[config.mk]
export PLATFORM = sky130hd
export DESIGN_NAME = seg7_to_bcd_reader
export DESIGN_NICKNAME = d
export VERILOG_FILES = /design/src/rtl/seg7_to_bcd_reader.sv
export SDC_FILE = /design/constraint.sdc
export NUM_CORES = 1
export LEC_CHECK = 0
export ABC_AREA = 0
export CAP_MARGIN = 20
export CORE_MARGIN = 3
export CORE_UTILIZATION = 45
export DETAILED_ROUTE_END_ITERATION = 10
export PLACE_DENSITY_LB_ADDON = 0.08
export SETUP_SLACK_MARGIN = 0.15
export SLEW_MARGIN = 20
export SYNTH_ARGS = -nofsm -noshare
export SYNTH_HDL_FRONTEND = slang
export SYNTH_SLANG_ARGS = --single-unit
[constraint.sdc]
create_clock -name clk -period 4.4 [get_ports clk]
set_input_delay 0.66 -clock clk [delete_from_list [all_inputs] [get_ports clk]]
set_output_delay 0.66 -clock clk [all_outputs]
set_load 0.02 [all_outputs]
[src/rtl/seg7_to_bcd_reader.sv]
// seg7_to_bcd_reader
// Watches the segment and digit-enable lines of a multiplexed 7-segment display
// and recovers the BCD value shown on each digit. Inputs are synchronised and
// must stay unchanged for STABLE_CNT clocks before a report is produced. Reports
// leave one at a time over a valid/ready handshake, with blank and error flags.

module seg7_to_bcd_reader #(
  parameter int NUM_DIGITS = 4,
  parameter int STABLE_CNT = 3,
  parameter int IDX_W      = (NUM_DIGITS > 1) ? $clog2(NUM_DIGITS) : 1
) (
  input  logic                  clk,
  input  logic                  rst_n,
  input  logic [6:0]            seg_in,
  input  logic [NUM_DIGITS-1:0] digit_en,
  output logic                  out_valid,
  input  logic                  out_ready,
  output logic [3:0]            bcd_out,
  output logic [IDX_W-1:0]      digit_idx,
  output logic                  blank,
  output logic                  pattern_err,
  output logic                  overrun
);

  // One sample is the digit enables on top of the seven segment bits.
  localparam int SAMPLE_W = NUM_DIGITS + 7;
  localparam int CNT_W    = $clog2(STABLE_CNT + 1);
  localparam logic [CNT_W-1:0] CNT_MAX = CNT_W'(STABLE_CNT);
  localparam logic [CNT_W-1:0] CNT_ONE = CNT_W'(1);

  // With a one-clock stability window a fresh sample is reported immediately.
  localparam bit EMIT_ON_FIRST = (STABLE_CNT == 1);

  typedef enum logic [1:0] {
    IDLE     = 2'd0,
    TRACK    = 2'd1,
    REPORTED = 2'd2
  } state_t;

  typedef struct packed {
    logic [3:0] bcd;
    logic       is_blank;
    logic       is_err;
  } decode_t;

  logic [SAMPLE_W-1:0]   sync1;
  logic [SAMPLE_W-1:0]   sync2;
  logic [SAMPLE_W-1:0]   prev;
  logic [SAMPLE_W-1:0]   prev_next;
  logic [CNT_W-1:0]      cnt;
  logic [CNT_W-1:0]      cnt_next;
  logic [CNT_W-1:0]      cnt_inc;
  state_t                state;
  state_t                state_next;
  state_t                restart_state;
  logic                  emit;
  logic                  s_one_hot;
  logic                  s_same;
  logic [NUM_DIGITS-1:0] s_en;
  logic [NUM_DIGITS-1:0] prev_en_next;
  decode_t               dec;
  logic [IDX_W-1:0]      idx_next;

  // True when exactly one digit enable is set.
  function automatic logic is_one_hot(input logic [NUM_DIGITS-1:0] v);
    int ones;
    ones = 0;
    for (int i = 0; i < NUM_DIGITS; i++) begin
      if (v[i]) begin
        ones++;
      end
    end
    return (ones == 1);
  endfunction

  // Binary index of the (single) set enable bit; zero if none is set.
  function automatic logic [IDX_W-1:0] encode_idx(input logic [NUM_DIGITS-1:0] v);
    logic [IDX_W-1:0] idx;
    idx = '0;
    for (int i = 0; i < NUM_DIGITS; i++) begin
      if (v[i]) begin
        idx = IDX_W'(i);
      end
    end
    return idx;
  endfunction

  // Exact-match segment decode; anything not in the table and not dark is an error.
  function automatic decode_t decode_seg(input logic [6:0] seg);
    decode_t d;
    d.bcd      = 4'hF;
    d.is_blank = 1'b0;
    d.is_err   = 1'b0;
    case (seg)
      7'b1111110: d.bcd = 4'd0;
      7'b0110000: d.bcd = 4'd1;
      7'b1101101: d.bcd = 4'd2;
      7'b1111001: d.bcd = 4'd3;
      7'b0110011: d.bcd = 4'd4;
      7'b1011011: d.bcd = 4'd5;
      7'b0011111: d.bcd = 4'd6;
      7'b1110000: d.bcd = 4'd7;
      7'b1111111: d.bcd = 4'd8;
      7'b1110011: d.bcd = 4'd9;
      7'b0000000: d.is_blank = 1'b1;
      default:    d.is_err   = 1'b1;
    endcase
    return d;
  endfunction

  assign s_en          = sync2[SAMPLE_W-1:7];
  assign s_one_hot     = is_one_hot(s_en);
  assign s_same        = (sync2 == prev);
  assign cnt_inc       = (cnt == CNT_MAX) ? CNT_MAX : cnt + CNT_ONE;
  assign restart_state = EMIT_ON_FIRST ? REPORTED : TRACK;

  // Two-flop synchroniser for the asynchronous display lines.
  always_ff @(posedge clk or negedge rst_n) begin
    if (!rst_n) begin
      sync1 <= '0;
      sync2 <= '0;
    end else begin
      sync1 <= {digit_en, seg_in};
      sync2 <= sync1;
    end
  end

  // State, last seen sample and stability counter registers.
  always_ff @(posedge clk or negedge rst_n) begin
    if (!rst_n) begin
      state <= IDLE;
      prev  <= '0;
      cnt   <= '0;
    end else begin
      state <= state_next;
      prev  <= prev_next;
      cnt   <= cnt_next;
    end
  end

  // Stability tracking: a sample that changes restarts the count, a non one-hot
  // enable drops back to idle, and each stable episode emits exactly once.
  always_comb begin
    state_next = state;
    prev_next  = prev;
    cnt_next   = cnt;
    emit       = 1'b0;
    case (state)
      IDLE: begin
        if (s_one_hot) begin
          prev_next  = sync2;
          cnt_next   = CNT_ONE;
          state_next = restart_state;
          emit       = EMIT_ON_FIRST;
        end else begin
          cnt_next = '0;
        end
      end
      TRACK: begin
        if (!s_one_hot) begin
          cnt_next   = '0;
          state_next = IDLE;
        end else if (!s_same) begin
          prev_next  = sync2;
          cnt_next   = CNT_ONE;
          state_next = restart_state;
          emit       = EMIT_ON_FIRST;
        end else begin
          cnt_next = cnt_inc;
          if (cnt_inc == CNT_MAX) begin
            emit       = 1'b1;
            state_next = REPORTED;
          end
        end
      end
      REPORTED: begin
        if (!s_one_hot) begin
          cnt_next   = '0;
          state_next = IDLE;
        end else if (!s_same) begin
          prev_next  = sync2;
          cnt_next   = CNT_ONE;
          state_next = restart_state;
          emit       = EMIT_ON_FIRST;
        end
      end
      default: begin
        cnt_next   = '0;
        state_next = IDLE;
      end
    endcase
  end

  // Decode the sample being reported; prev_next equals the stable sample on an emit.
  always_comb begin
    prev_en_next = prev_next[SAMPLE_W-1:7];
    dec          = decode_seg(prev_next[6:0]);
    idx_next     = encode_idx(prev_en_next);
  end

  // Report handshake: load on emit if the slot is free or being freed, otherwise
  // drop the report and flag an overrun; the held data stays put while idle.
  always_ff @(posedge clk or negedge rst_n) begin
    if (!rst_n) begin
      out_valid   <= 1'b0;
      bcd_out     <= 4'h0;
      digit_idx   <= '0;
      blank       <= 1'b0;
      pattern_err <= 1'b0;
      overrun     <= 1'b0;
    end else begin
      overrun <= 1'b0;
      if (emit) begin
        if (!out_valid || out_ready) begin
          out_valid   <= 1'b1;
          bcd_out     <= dec.bcd;
          digit_idx   <= idx_next;
          blank       <= dec.is_blank;
          pattern_err <= dec.is_err;
        end else begin
          overrun <= 1'b1;
        end
      end else if (out_valid && out_ready) begin
        out_valid <= 1'b0;
      end
    end
  end

endmodule

# After elaboration in Yosys (flattened, before gate mapping)
# Cells that the tools add are included.
[totals]
regBits = 47
input_bits = 14
out_inout_bits = 10
wordCells = 86
[op_classes]
add_sub_neg = 4
n_eq_ne = 22
n_mux = 35
reduce_logical = 13
[ops]
columns = ["operator", "count"]
rows = [
  ["adder 32 x 2 -> 32 bit, second input constant", 3],
  ["2-to-1 mux 32 bit", 3],
  ["equality test 7 bit, second input constant", 7],
  ["one-hot mux 4 bit (10 select lines)", 1],
  ["2-to-1 mux 11 bit", 3],
  ["equality test 32 x 2 -> 1 bit, second input constant", 1],
  ["2-to-1 mux 2 bit", 11],
  ["one-hot mux 11 bit (2 select lines)", 1],
  ["equality test 7 x 6 -> 1 bit, second input constant", 2],
  ["2-to-1 mux 1 bit", 14],
  ["one-hot mux 2 bit (3 select lines)", 2],
  ["equality test 11 bit", 1],
  ["OR reduction 11 bit", 1],
  ["equality test 7 x 5 -> 1 bit, second input constant", 1],
  ["logical NOT 7 bit", 1],
  ["equality test 2 bit, second input constant", 3],
  ["!= test 2 x 1 -> 1 bit, second input constant", 2],
  ["!= test 2 bit, second input constant", 2],
  ["!= test 4 bit, second input constant", 1],
  ["AND reduction 2 bit", 2],
  ["AND reduction 4 bit", 1],
  ["nonzero test 2 bit", 2],
  ["!= test 3 bit, second input constant", 1],
  ["AND reduction 3 bit", 1],
  ["other kinds (7)", 7],
]

# Longest topological paths before layout
# Gate-level depths: netlist (run 1).
[logic_depth]
depth_word = 13
mapped_depth = 15
ltp_nobuf = 14

# Worst setup path before layout (run 1)
# OpenSTA, ideal clock, no wires.
[synth_timing]
path_kind = "register -> register"
start = "register sync2[7]"
end = "register bcd_out[3]"
setup_time_ns = 0.128
arrival_time_ns = 3.275
required_ns = 4.272
slack_ns = 0.997
stages_incl_launch_ff = 14
path_buffers = 0
synth_period_minus_slack_ns = 3.403
path_cell_list = "dfrtp_1 > inv_1 > ha_1 > xor2_1 > ha_1 > and4b_4 > nor4_4 > nor2_1 > a221oi_1 > nor2_2 > or3_4 > o22a_1 > nand2_1 > o21ai_0"
[synth_between]
elab_chain_cells = 12
elab_cells_between_ends = 28
cone_classes = "add/sub: 3; eq/ne: 12; mux: 12; reduce/logical: 1"
[synth_rtl]
columns = ["item", "line", "rtl"]
rows = [
  ["start: declaration", "47", "logic [SAMPLE_W-1:0] sync2;"],
  ["start signal: assignment", "124", "sync2 <= sync1;"],
  ["2-to-1 mux 1 bit", "69", "if (v[i]) begin"],
  ["adder 32 x 2 -> 32 bit", "70", "ones++;"],
  ["2-to-1 mux 32 bit", "69", ""],
  ["adder 32 x 2 -> 32 bit", "70", ""],
  ["2-to-1 mux 32 bit", "69", ""],
  ["adder 32 x 2 -> 32 bit", "70", ""],
  ["2-to-1 mux 32 bit", "69", ""],
  ["equality test 32 x 2 -> 1 bit", "73", "return (ones == 1);"],
  ["2-to-1 mux 11 bit, on equally long branches", "177, 150", ""],
  ["one-hot mux 11 bit (2 select lines)", "148", "case (state)"],
  ["equality test 7 bit (tied with other cells)", "94", "case (seg)"],
  ["one-hot mux 4 bit (10 select lines)", "94", ""],
  ["end signal: assignment", "216", "bcd_out <= dec.bcd;"],
  ["end: declaration", "18", "output logic [3:0] bcd_out,"],
]
# Several ways; a longest one is shown, not always the timed one. The select of a mux whose other input is x is not followed.
# A chain may end at the register's enable or synchronous reset.

# Worst setup path after layout (run 1)
# Same ends and word-level chain as after synthesis.

==> results of run 1 <==
-- cell type report --
type | count | area, sq um | area share [%]
Clock buffer | 6 | 72.6 | 2.51
Timing Repair Buffer | 23 | 228 | 7.89
Inverter | 14 | 52.6 | 1.82
Multi-Input combinational cell | 170 | 1210 | 41.9
Sequential cell | 47 | 1180 | 40.7
Tap cell | 70 | 87.6 | 3.03
Clock inverter | 2 | 60.1 | 2.08
-- path summary, 6_finish.rpt --
| check | slack [ps] | depth (start not counted) | end | start |
|---|---|---|---|---|
| max | 530 | 13 | bcd_out[3] | sync2[7] |
| min | 340 | 1 | sync2[10] | rst_n |
| max reg2reg | 530 | 13 | bcd_out[3] | sync2[7] |
| min reg2reg | 350 | 0 | sync2[3] | sync1[3] |
| max in group asynchronous | 3640 | 1 | prev[8] | rst_n |
| min in group clk | 350 | 0 | sync2[3] | sync1[3] |
-- where the power goes --
part / switching, mW / leakage [nW] / total (mW) / internal [mW]
logic: 0.328 / 0.566 / 0.547 / 0.219
registers: 0.0662 / 0.588 / 0.561 / 0.495
clock network: 0.142 / 0.0654 / 0.369 / 0.227
-- critical path: cells and delay by family, from the launching register on --
kind / cells / cell delay (ps)
AOI/OAI and AO/OA: 4 / 960
xor gates and xnor gates: 1 / 180
adders and majority gates: 2 / 720
buffers and inverters: 1 / 60
DFF: 1 / 410
and+or+nand+nor: 5 / 1420
-- per-stage QoR --
stage	instance area, sq um	cells	total power, mW	hold slack, ps
6_report	2890	332	1.48	336
3_5_place_dp	2750	324	1.11	335
4_1_cts	2880	332	1.48	351
2_1_floorplan	2470	237	0.988	331
3_3_place_gp	2750	324	1.12	332
5_1_grt	2890	332	1.59	361
-- flip-flops by register name, indices dropped and copies added (netlist names) --
signal       flops
prev            11
sync1           11
sync2           11
bcd_out          4
cnt              2
digit_idx        2
state            2
blank            1
out_valid        1
overrun          1
pattern_err      1
-- placed cells by master (no fill, tap or decap), types with 3 or more instances in the layout --
cell type / synthesis / routed
a31oi_1: 3 / 3
o31ai_1: 5 / 5
clkbuf_8: 0 / 5
nor2_1: 12 / 12
dfrtp_1: 47 / 47
o22ai_1: 3 / 3
ha_1: 8 / 8
clkdlybuf4s50_1: 0 / 22
nand2_1: 27 / 27
nor4_1: 4 / 4
a21oi_1: 8 / 8
o221a_2: 3 / 3
inv_1: 12 / 12
nor2b_1: 4 / 4
nor3_1: 8 / 8
nand4_1: 3 / 3
o21ai_0: 10 / 10
nand3_1: 9 / 9
xnor2_1: 14 / 14
-- cells in the mapped netlist (2+ instances only) --
library cell and count:
a21oi_1 8, a221oi_1 2, a31oi_1 3, clkbuf_1 2, dfrtp_1 47, ha_1 8
inv_1 12, inv_2 2, mux2i_1 2, nand2_1 27, nand2b_1 2, nand3_1 9
nand4_1 3, nor2_1 12, nor2b_1 4, nor3_1 8, nor4_1 4, nor4b_2 2
o211ai_1 2, o21ai_0 10, o221a_2 3, o22ai_1 3, o31ai_1 5, or2_2 2
xnor2_1 14, xor2_1 2
-- per-layer routing --
layer	GRT usage [%]	part of all wire, %	vias to the layer above
li1	-	-	904
met1	25.9	51	833
met2	23.1	42	37
met3	4.37	4.6	8
met4	6.59	1.6	0
met5	0	0	-
-- logic make-up after synthesis --
logic type | synth area share [%]
adders and majority gates | 4.05
muxes | 1.26
buffers and inverters | 3.54
AOI/OAI and AO/OA | 17.4
and+or+nand+nor | 20.5
xor gates and xnor gates | 5.67
DFF | 47.5
==> impl_metrics.yaml, run 1 <==
global_routing:
  antenna_found_initial: 0
  grt_max_degree: 48
  grt_usage_pct: 17.1
  grt_pass1_vias: 1716
  grt_remaining_overflow: 0
  grt_pass1_wl_um: 8470
worst_setup_path:
  required_ps: 4580
  worst-setup-path-type: "flop to flop"
  worst_setup_path_start_kind: "flop"
  crit_top_cell: "ha_1"
  cp-end-kind: "flop"
  cp.arrival_ps: 4050
  worstPathCellList: "inv_1 -> ha_1 -> xor2_1 -> ha_1 -> nor4b_2 -> nor4_4 -> nor3_2 -> a31o_1 -> a22oi_2 -> or3_4 -> o22a_1 -> nand2_1 -> o21ai_0"
  crit_slowest_cell: "a31o_1"
  slowest_delay_ps: 440
  crit_fanout: 10
cells_and_area:
  area_delta_synth_final_pct: 16.7
  fin_util_pct: 55.5
  drive_gt1_share_pct: 13.0
  nets: 283
  antennaDiodeCount: 0
  fillers: 471
synthesis:
  yosys-top-cells-area: "dfrtp_1 (48%), xnor2_1 (5.0%), nand2_1 (4.1%)"
  synth_flop_cell: "dfrtp_1"
  syn_nets: 259
  async_flop_share_pct: 100
  yosysTopAreaCellShare_pct: 47.5
  yosysTopAreaCell: "dfrtp_1"
  yosys_warnings: 0
  netlist_area_sq_mm: 0.00247
  post_synth.cell_area_avg_sq_um: 10.4
  seq_area_frac_synth_pct: 47.5
  ys_seq_elements: 47
  netlist_instances: 237
  yosysUniqueCellTypes: 65
  synth_enable_flop_cells: 0
hold_path:
  hp-class: "primary input to asynchronous set/reset pin"
timing:
  setup_viol: 0
  finalHoldViolCount: 0
  report.final.slew_viol_count: 0
  fmax_ghz: 0.259
  worstMarginPinSlew_ps: 581
  finalWorstSetupSlack_ps: 533
  fin_setup_tns_ps: 0
  period_minus_slack_ps: 3870
  maxSlewHeadroom_pct: 61.0
  fin_crit_sh_pct: 87.9
  rsz0062_at_grt: "false"
  skew_ps: 10.1
die:
  fp.dieH_um: 80.1
  core-area_sq_mm: 0.00520
  die_w_um: 80.1
  placementRows: 26
  dieArea_sq_mm: 0.00642
  io_pins: 24
  start_util_pct: 47.5
power_and_ir_drop:
  vdd_drop_max_mv: 0.290
  power_density_mw_per_mm2: 512
  power.leakage_nw: 1.22
drt:
  ant_nets: 0
  avgViaCountPerCell: 5.37
  drc: 0
  num_vias: 1782
  routed_wl_um: 4880
  first_iter_violations: 108
  wl_per_cell_um: 14.7
  dr.pass1.iters: 4
place:
  place_ws_ps: 556
  dp_hpwl_um: 3590
  place.gp.congestion: 0.918
  port_buffers: 23
clocking:
  hold_buffers: 0
  clk_pin_slew_ps: 90
  cts_tree: "done"
  cts-buffers-inserted: 5
  cts-root-buf: "clkbuf_8"
  cts-resized-gates: 0
  cts_setup_buffers: 0
  clock_sink_count: 47
  cts-root-to-sink-buffers: 2
  insertion_delay_ps: 300
  htreeDepth: 2
outcome:
  status: "finished, final reports clean"
job:
  cap_viol_max_count: 0
Power figures use the tool's default switching activity.
==> run 2: changes to the inputs <==
CTS_CLUSTER_SIZE = 25   (was unset)
==> results of run 2 <==
Same layout as run 1: the final DEF is identical, and so are final timing and power.
==> run 3: changes to the inputs <==
CAP_MARGIN = 10   (was 20)
CORE_MARGIN = unset   (was 3)
clock period = 4.85 ns   (was 4.4 ns; I/O delays follow)
==> run 3 against run 2 <==
  * Global-route usage grew 1.6 points
  * Core utilization shrank 0.65 points
  * Setup slack gained 430 ps
  * Non-clock buffer count is the same
  * Design area shrank 1.2%
  * Die area shrank 9.7%
  * Clock power shrank 34%
  * Wire length shrank 0.82%
  * Critical path type unchanged
==> impl_metrics.yaml, run 3 (synthesis gave the netlist of run 1 again) <==
outcome:
  status: "finished, final reports clean"
cells_and_area:
  drive_gt1_share_pct: 13.4
  largestRegisters: "prev (11), sync1 (11), sync2 (11)"
  final_cell_mix: "dfrtp_1 (47), nand2_1 (27), clkdlybuf4s50_1 (22)"
  fin_util_pct: 54.8
  area_delta_synth_final_pct: 15.3
  final_common_cell: "dfrtp_1"
  nets: 283
  antennaDiodeCount: 0
drt:
  num_vias: 1842
  routed_wl_um: 4840
  drc: 0
  avgViaCountPerCell: 5.55
  wl_per_cell_um: 14.6
  ant_nets: 0
  first_iter_violations: 114
  dr.pass1.iters: 4
worst_setup_path:
  cp.arrival_ps: 4060
  crit_top_cell: "ha_1"
  cp-end-kind: "flop"
  crit_slowest_cell: "or3_4"
  required_ps: 5020
  cp-startpoint: "sync2[7]"
  reg2reg_from: "sync2[7]"
  worst-setup-path-type: "flop to flop"
  worst_setup_path_start_kind: "flop"
  slowest_delay_ps: 450
  worstPathCellList: "inv_1 -> ha_1 -> xor2_1 -> ha_1 -> nor4b_2 -> nor4_4 -> nor3_2 -> a31o_1 -> a22oi_2 -> or3_4 -> o22a_1 -> nand2_1 -> o21ai_0"
  crit_fanout: 10
timing:
  skew_ps: 4.67
  maxSlewHeadroom_pct: 61.7
  report.final.slew_viol_count: 0
  setup_viol: 0
  period_minus_slack_ps: 3890
  worstMarginPinSlew_ps: 570
  fin_crit_sh_pct: 80.2
  fmax_ghz: 0.257
  finalHoldViolCount: 0
  rsz0062_at_grt: "false"
  fin_setup_tns_ps: 0
clocking:
  clk_pin_slew_ps: 80
  cts_setup_buffers: 0
  cts-resized-gates: 0
  hold_buffers: 0
  cts-root-to-sink-buffers: 2
  cts_tree: "done"
  cts-root-buf: "clkbuf_8"
  insertion_delay_ps: 290
  cts-buffers-inserted: 5
  clock_sink_count: 47
  htreeDepth: 2
global_routing:
  grt_remaining_overflow: 0
  grt_pass1_vias: 1755
  grt_pass1_wl_um: 8550
  grt_usage_pct: 18.7
  antenna_found_initial: 0
  grt_max_degree: 48
power_and_ir_drop:
  power_density_mw_per_mm2: 439
  power.leakage_nw: 1.20
  vdd_drop_max_mv: 0.270
place:
  port_buffers: 23
  dp_hpwl_um: 3540
  place.gp.congestion: 0.867
die:
  fp.dieH_um: 76.1
  dieArea_sq_mm: 0.00580
  placementRows: 26
  core-area_sq_mm: 0.00520
  die_w_um: 76.1
  io_pins: 24
  start_util_pct: 47.5
hold_path:
  hp-class: "flop to flop"
  min_from: "sync1[9]"
job:
  cap_viol_max_count: 0
run 3: path summary, 6_finish.rpt:
path                              endpoint  slack (ps)  depth (start not counted)
worst min register to register    sync2[9]         350                          0
min in group asynchronous        sync2[10]         430                          1
worst max-delay path            bcd_out[3]         960                         13
max in group asynchronous          overrun        4020                          1
worst min-delay path              sync2[9]         350                          0
worst max register to register  bcd_out[3]         960                         13
run 3: final cells by class:
| type | instances | area [sq um] |
|---|---|---|
| Clock buffer | 6 | 82.6 |
| Multi-Input combinational cell | 170 | 1210 |
| Fill cell | 472 | 2350 |
| Tap cell | 70 | 87.6 |
| Sequential cell | 47 | 1180 |
| Timing Repair Buffer | 23 | 228 |
| Inverter | 14 | 52.6 |
| Clock inverter | 2 | 16.3 |
run 3: where the power goes:
group	switching (mW)	internal (mW)	leakage, nW
clock network	0.125	0.116	0.0474
registers	0.0614	0.449	0.588
logic	0.303	0.198	0.566
run 3: routing by layer:
layer	GRT usage [%]	vias to the layer above	wire, um
met2	28.1	48	2160
met4	5.38	0	28
met3	3.23	2	247
met1	27.6	881	2400
li1	-	911	-
met5	0	-	0
run 3: through the flow:
stage | total power [mW] | worst slack (ps) | instances | hold WS [ps] | cell area (sq um)
after global routing | 1.35 | 703 | 332 | 361 | 2850
after global placement | 1.01 | 1070 | 324 | 331 | 2750
after detailed placement | 1.01 | 982 | 324 | 335 | 2750
after floorplan | 0.896 | 1450 | 237 | 331 | 2470
after CTS | 1.26 | 951 | 332 | 354 | 2850
final | 1.25 | 962 | 332 | 353 | 2850
run 3: critical path, delay by kind of cell, from the launching register on:
family	cells	cell delay, ps
AO/OA/AOI/OAI	4	950
XOR/XNOR	1	180
adder cells (fa/ha/maj)	2	720
buffers and inverters	1	60
flip-flops	1	400
AND/OR/NAND/NOR	5	1460
